## src/rtl/uart_pkg.sv

```systemverilog
// uart_pkg: shared UART state encoding, frame width and sample-tick divider helper
package uart_pkg;
    localparam int DATA_BITS = 8;
    typedef enum logic [2:0] {IDLE, START, DATA, STOP, BREAK} state_t;
    function automatic int calc_div(input int clk_freq, input int baud_rate, input int osr);
        return clk_freq / (baud_rate * osr);
    endfunction
endpackage

```

## src/rtl/uart_tick_gen.sv

```systemverilog
// uart_tick_gen: free-running divider producing a one-clk tick every DIV clocks
module uart_tick_gen #(
    parameter int DIV = 13
) (
    input  logic clk,
    input  logic rst,
    output logic tick
);
    localparam int W = DIV > 1 ? $clog2(DIV) : 1;
    logic [W-1:0] cnt;
    assign tick = cnt == W'(DIV - 1);
    // count 0..DIV-1 and wrap on the tick
    always_ff @(posedge clk or negedge rst)
        if (!rst) cnt <= '0;
        else cnt <= tick ? '0 : cnt + 1'b1;
endmodule

```

## src/rtl/uart_rx_os.sv

```systemverilog
// uart_rx_os: oversampling UART receiver with majority vote and valid/ready holding register
module uart_rx_os
    import uart_pkg::*;
#(
    parameter int clk_freq  = 1000000,
    parameter int baud_rate = 9600,
    parameter int OSR       = 8
) (
    input  logic                 clk,
    input  logic                 rst,
    input  logic                 rx,
    output logic [DATA_BITS-1:0] rxdata,
    output logic                 rxvalid,
    input  logic                 rxready,
    output logic                 frame_err,
    output logic                 overrun
);
    localparam int DIV = calc_div(clk_freq, baud_rate, OSR);
    localparam int PW = $clog2(OSR);
    localparam logic [PW-1:0] PH_MID = PW'(OSR / 2);
    localparam logic [PW-1:0] PH_END = PW'(OSR - 1);
    logic s1, rxs, tick, vote, deliver, ferr;
    logic [1:0] win;
    state_t state, state_n;
    logic [PW-1:0] ph, ph_n;
    logic [2:0] bc, bc_n;
    logic [DATA_BITS-1:0] sr, sr_n;
    uart_tick_gen #(.DIV(DIV)) u_tick (.clk(clk), .rst(rst), .tick(tick));
    // the window holds the two previous tick samples; the current one completes the vote
    assign vote = (win[1] & win[0]) | (win[1] & rxs) | (win[0] & rxs);
    // synchroniser, sample window and FSM registers
    always_ff @(posedge clk or negedge rst)
        if (!rst) begin
            s1    <= 1'b1;
            rxs   <= 1'b1;
            win   <= '1;
            state <= IDLE;
            ph    <= '0;
            bc    <= '0;
            sr    <= '0;
        end else begin
            s1    <= rx;
            rxs   <= s1;
            win   <= tick ? {win[0], rxs} : win;
            state <= state_n;
            ph    <= ph_n;
            bc    <= bc_n;
            sr    <= sr_n;
        end
    // frame FSM: advances only on ticks, evaluating the vote at bit centres
    always_comb begin
        state_n = state;
        ph_n    = ph;
        bc_n    = bc;
        sr_n    = sr;
        deliver = 1'b0;
        ferr    = 1'b0;
        if (tick) begin
            ph_n = ph == PH_END ? '0 : ph + 1'b1;
            case (state)
                IDLE:  if (!rxs) begin
                    ph_n    = '0;
                    state_n = START;
                end
                START: if (ph == PH_MID) begin
                    ph_n    = '0;
                    bc_n    = '0;
                    state_n = vote ? IDLE : DATA;
                end
                DATA:  if (ph == PH_END) begin
                    sr_n    = {vote, sr[DATA_BITS-1:1]};
                    bc_n    = bc + 1'b1;
                    state_n = bc == 3'd7 ? STOP : DATA;
                end
                STOP:  if (ph == PH_END) begin
                    deliver = vote;
                    ferr    = !vote;
                    state_n = vote ? IDLE : BREAK;
                end
                BREAK: state_n = rxs ? IDLE : BREAK;
                default: state_n = IDLE;
            endcase
        end
    end
    // holding register: load on delivery when free or being drained, else flag overrun
    always_ff @(posedge clk or negedge rst)
        if (!rst) begin
            rxdata    <= '0;
            rxvalid   <= 1'b0;
            frame_err <= 1'b0;
            overrun   <= 1'b0;
        end else begin
            frame_err <= ferr;
            overrun   <= deliver && rxvalid && !rxready;
            if (deliver && (!rxvalid || rxready)) begin
                rxdata  <= sr;
                rxvalid <= 1'b1;
            end else if (rxready) begin
                rxvalid <= 1'b0;
            end
        end
endmodule
```

## config.mk

```make
export PLATFORM = sky130hd
export DESIGN_NAME = uart_rx_os
export DESIGN_NICKNAME = d
export VERILOG_FILES = /design/src/rtl/uart_pkg.sv /design/src/rtl/uart_tick_gen.sv /design/src/rtl/uart_rx_os.sv
export SDC_FILE = /design/constraint.sdc
export NUM_CORES = 1
export LEC_CHECK = 0
export CAP_MARGIN = 5
export CORE_MARGIN = 1.5
export CORE_UTILIZATION = 46
export DETAILED_ROUTE_END_ITERATION = 16
export PLACE_DENSITY = 0.69
export SLEW_MARGIN = 20
export SYNTH_ARGS = -nofsm -noshare
export SYNTH_HDL_FRONTEND = slang
export SYNTH_SLANG_ARGS = --single-unit
export TNS_END_PERCENT = 30
```

## constraint.sdc

```tcl
create_clock -name clk -period 1.9 [get_ports clk]
set_input_delay 0.19 -clock clk [delete_from_list [all_inputs] [get_ports clk]]
set_output_delay 0.19 -clock clk [all_outputs]
set_load 0.03 [all_outputs]
```

# == Word level (Yosys, flattened, before mapping) ==
# Cells that the tools add are included.
# totals
reg_bits,36
input_bits,4
output_inout_bits,11
elab_cells,70
# classes
n_addsub,3
n_eq_ne,12
mux,25
bitwise,5
reduce_logical,13
# op_table
cell,count
$mux 3,11
$pmux 3 s5,1
$eq 3x3->1 const B,4
$pmux 3 s2,2
$mux 1,9
$ne 2x2->1 const B,4
$add 3x1->3 const B,2
$eq 3x2->1 const B,2
$reduce_and 5->1,1
$add 4x1->4 const B,1
$eq 4x4->1 const B,1
$mux 4,1
$reduce_and 4->1,1
$reduce_bool 2->1,2
$and 1x1->1,3
$eq 3x1->1 const B,1
$logic_and 1x1->1,3
$logic_not 1->1,3
$logic_not 3->1,1
$reduce_and 3->1,1
$mux 2,1
$or 1x1->1,2
$logic_or 1x1->1,1

# == Longest topological paths before layout ==
# logic_depth
ltp_word,8
mapped_depth,7
depth_no_buf,6

# == Hierarchy ==
# From an unflattened synthesis, not the netlist that was laid out.
# hier_totals
cells_unflattened,123
hier_area_um2,1610.3
# modules_own_cells
mod,n_inst,cells_per_inst,area_each_um2,seq_area_each_um2
uart_rx_os,1,104,1410.1,805.8
uart_tick_gen,1,19,200.2,100.1

# == Worst setup path before layout ==
# OpenSTA, ideal clock, no wires.
# synth_timing
kind,register -> register
from,reg ph[0]
to,reg rxdata[0]
setup_ns,0.125
t_arrival_ns,1.612
required_ns,1.775
slack_ns,0.163
path_stages_with_launch,8
path_buffers,1
synth_period_minus_slack_ns,1.737
path_cell_list,dfrtp_1 ha_1 ha_1 and3b_1 nand4_2 nand2b_4 buf_6 mux2_4
# synth_between
elab_chain_len,5
# synth_lines
item,line,rtl
"start, declared",uart_rx_os.sv:25,"logic [PW-1:0] ph, ph_n;"
"start signal, assigned",uart_rx_os.sv:46,ph <= ph_n;
$eq 3x3->1,uart_rx_os.sv:75,STOP: if (ph == PH_END) begin
$mux 1,uart_rx_os.sv:75,
$mux 1,uart_rx_os.sv:60,case (state)
$mux 1,uart_rx_os.sv:58,if (tick) begin
$logic_and 1x1->1,uart_rx_os.sv:95,if (deliver && (!rxvalid || rxready)) begin
"end signal, assigned",uart_rx_os.sv:96,rxdata <= sr;
"end, declared",uart_rx_os.sv:12,"output logic [DATA_BITS-1:0] rxdata,"
# Every way passes these cells.
# A chain may end at the register's enable or synchronous reset.

# == Final worst setup path ==
# layout_timing
from,reg ph[0]
to,reg rxdata[3]
# The elaborated chain is that of the path after synthesis.

==> results.json <==
{
  "status": "finished, final reports clean",
  "io_pins": 15,
  "power.density_mw_per_mm2": 685,
  "net-switching-power_mw": 0.310,
  "cts_tree": "done",
  "timing.max_cap.violations": 0,
  "grt_pass1_vias": 1047,
  "clkLatencyLatePin_ps": 340,
  "syn-num-nets": 143,
  "holdWs_ps": 249,
  "route.antenna.remaining_nets": 0,
  "drive_gt1_share_pct": 25.8,
  "clock_sink_count": 36,
  "place_hpwl_um": 2000,
  "globalplace.congestion": 0.793,
  "detail_route.drc_violations": 0,
  "start_kind": "register",
  "mappedNetlistArea_mm2": 0.00164,
  "via_per_inst": 5.23,
  "grt_use_met3_pct": 5.77,
  "vias": 1052,
  "portBuffers": 14,
  "power_leakage_nw": 0.960,
  "synth_warnings": 0,
  "total_die_area_mm2": 0.00392,
  "grt.overflow.total": 0,
  "end_kind": "register",
  "setup_violations": 0,
  "drt-initial-drc-count": 51,
  "cp_data_arrival_time_ps": 2000,
  "cts_hold_repair.buffers": 0,
  "setup.reg_to_reg.worst_slack_ps": 130,
  "nNetsFinal": 166,
  "synth.ff_latch_count": 36,
  "groute.usage.overall_pct": 16.1,
  "share_comb_of_total_power_pct": 6.9,
  "dp_worst_setup_slack_ps": 78.8,
  "post-route-worst-setup-slack_ps": 130,
  "number_of_instances_in_the_placed_design": 192,
  "postRouteWirelength_um": 2690,
  "report.final.hold_viol_count": 0,
  "report.power.total_mw": 1.31,
  "ctsRootBufferMaster": "sky130_fd_sc_hd__clkbuf_4",
  "detail_route.wl_per_cell_um": 13.4,
  "timing.clock.skew_ps": 6.65,
  "cp.required_ps": 2130,
  "pwr-share-seq_pct": 61.0,
  "areaGrowthSynthToFinish_pct": 17.2,
  "rsz0062_at_grt": "no",
  "worst_r2r_startpoint": "ph[0]$_DFFE_PN0N_",
  "grt_most_used_layer": "met2",
  "sw_share_pct": 23.6,
  "number_of_antenna_violations_at_the_first_check_in_global_routing": 0,
  "fp-row-count": 21,
  "fmax_ghz": 0.565,
  "start_util_pct": 48.6,
  "post-route-min-period_ps": 1770,
  "power.clock.fraction_pct": 32.1,
  "grt_pass1_wl_um": 4780,
  "drt-pass1-iter-count": 4,
  "number_of_buffers_on_the_longest_clock_path": 2,
  "yosysUniqueCellTypes": 36,
  "maximum_number_of_pins_on_one_net_before_global_route_repair": 37,
  "maxSlewViolCount": 0,
  "cellInternalPower_mw": 1.00,
  "worst_pin_slew_ps": 429,
  "r2r.worst_path.cells": 6,
  "postSynthCellCount": 131,
  "synth_seq_area_share_pct": 55.4,
  "min_period_over_period_pct": 93.1,
  "crit_path_max_fanout": 8,
  "filler_free_cell_count_of_the_finished_design": 201,
  "maximum_vdd_drop_v": 0.000440,
  "design.core.area_mm2": 0.00336,
  "die_h_um": 62.6,
  "max-slew-margin-rel_pct": 71.4,
  "worst_r2r_endpoint": "rxdata[3]$_DFFE_PN0P_",
  "setup_total_neg_slack_ps": 0,
  "synthesis.area_per_instance_um2": 12.5,
  "timing.hold.worst.class": "in2async",
  "grt_util_met2_pct": 24.5,
  "cts.clk_slew.worst_paths_ps": 110,
  "numCtsBuffers": 5,
  "antenna-diode-count": 0,
  "cts-htree-levels": 2,
  "die_wd_um": 62.6,
  "critical_path_class": "reg2reg",
  "grt.met1_usage_pct": 20.9
}
## synth_stat cells
master                      count  share of area (%)
sky130_fd_sc_hd__a21oi_1        1               0.31
sky130_fd_sc_hd__a22o_1         2                1.1
sky130_fd_sc_hd__a2bb2oi_1      1               0.54
sky130_fd_sc_hd__a31oi_1        1               0.38
sky130_fd_sc_hd__and3_1         2               0.76
sky130_fd_sc_hd__and3_2         1               0.46
sky130_fd_sc_hd__and3b_1        1               0.54
sky130_fd_sc_hd__buf_2          1               0.31
sky130_fd_sc_hd__buf_4          2               0.92
sky130_fd_sc_hd__buf_6          1               0.69
sky130_fd_sc_hd__dfrtp_1       32                 49
sky130_fd_sc_hd__dfstp_2        4                6.4
sky130_fd_sc_hd__ha_1           8                6.1
sky130_fd_sc_hd__inv_1          9                2.1
sky130_fd_sc_hd__maj3_2         1               0.69
sky130_fd_sc_hd__mux2_2         9                6.2
sky130_fd_sc_hd__mux2_4         8                7.3
sky130_fd_sc_hd__mux2i_1        3                1.8
sky130_fd_sc_hd__nand2_1       15                3.4
sky130_fd_sc_hd__nand2b_1       1               0.38
sky130_fd_sc_hd__nand2b_4       1               0.84
sky130_fd_sc_hd__nand3_1        3               0.92
sky130_fd_sc_hd__nand4_2        1               0.76
sky130_fd_sc_hd__nor2_1         6                1.4
sky130_fd_sc_hd__nor2_2         1               0.38
sky130_fd_sc_hd__nor2b_1        1               0.38
sky130_fd_sc_hd__nor3_1         2               0.61
sky130_fd_sc_hd__nor4_1         1               0.38
sky130_fd_sc_hd__o2111ai_1      1               0.54
sky130_fd_sc_hd__o211ai_1       1               0.46
sky130_fd_sc_hd__o21ai_0        5                1.5
sky130_fd_sc_hd__o22ai_1        1               0.38
sky130_fd_sc_hd__o311ai_1       1               0.54
sky130_fd_sc_hd__o41ai_1        1               0.54
sky130_fd_sc_hd__or3_1          1               0.38
sky130_fd_sc_hd__xnor2_1        1               0.54
## through the flow
step / util [%] / area (µm²)
after global routing: 57.0 / 1920
after CTS: 56.5 / 1900
after detailed placement: 54.7 / 1840
after global placement: 54.7 / 1840
final: 57.0 / 1920
after floorplan: - / 1640
## worst max-delay path by stage
stage,startpoint,endpoint,slack [ps],depth (start not counted)
2_1_floorplan,ph[0]$_DFFE_PN0N_,rxdata[0]$_DFFE_PN0P_,160,7
3_3_place_gp,ph[0]$_DFFE_PN0N_,sr[0]$_DFFE_PN0P_,130,6
3_5_place_dp,ph[0]$_DFFE_PN0N_,sr[4]$_DFFE_PN0P_,80,6
4_1_cts,u_tick.cnt[0]$_DFF_PN0_,sr[4]$_DFFE_PN0P_,60,6
5_1_grt,ph[0]$_DFFE_PN0N_,rxdata[5]$_DFFE_PN0P_,7,6
6_report,ph[0]$_DFFE_PN0N_,rxdata[3]$_DFFE_PN0P_,130,6
## cell type report
| class | count | area (µm²) |
|---|---|---|
| multi-input combinational | 82 | 672 |
| clock buffer | 7 | 55.1 |
| tap | 46 | 57.6 |
| fill | 295 | 1450 |
| sequential | 36 | 906 |
| timing repair buffer | 20 | 185 |
| clock inverter | 1 | 7.51 |
| inverter | 9 | 33.8 |
## state kept, by name, indices dropped and copies added (netlist names), 2 cells and up
name,cells
bc,3
ph,3
rxdata,8
sr,8
state,3
u_tick.cnt,4
win,2
## per-layer routing
layer	part of all wire, %	up-vias
met5	0	-
met4	2.1	0
met3	4.7	7
met2	49	28
met1	44	518
li1	-	499
## logic make-up after synthesis
family | synth area share [%]
compound gates | 6.27
xor+xnor | 0.536
fa+ha+maj | 6.81
buf+inv | 3.98
flops | 55.4
mux | 15.4
simple gates | 11.6
## power groups by stage
stage / combinational [mW] / clock, mW / sequential, mW
after floorplan: 0.0611 / 0 / 0.807
after global placement: 0.0844 / 0 / 0.815
after detailed placement: 0.0872 / 0 / 0.816
after CTS: 0.0873 / 0.437 / 0.801
after global routing: 0.104 / 0.471 / 0.804
final: 0.0904 / 0.422 / 0.801
## layout by cell type (no fill, tap or decap), drive strengths merged, types with 2 or more instances in the layout
cell           count
nand2b             2
buf                6
dfrtp             32
nor3               2
mux2              17
a22o               2
mux2i              3
ha                 8
o21ai              5
clkdlybuf4s50     14
and3               3
nor2               7
dfstp              4
clkbuf             7
nand2             15
inv                9
nand3              3
## critical path: stages (launching register included)
cell and delay [ps]:
sky130_fd_sc_hd__dfrtp_1 410, sky130_fd_sc_hd__ha_2 200, sky130_fd_sc_hd__ha_1 180, sky130_fd_sc_hd__and3b_1 200, sky130_fd_sc_hd__nand4_2 110, sky130_fd_sc_hd__nand2b_4 230
sky130_fd_sc_hd__mux2_4 320
## what timing repair did
| item | 4_1_cts | 5_1_grt |
|---|---|---|
| buffers inserted | 0 | 1 |
| endpoints found under the setup margin | 0 | 17 |
| resized for setup | 0 | 2 |
Power figures use the tool's default switching activity.
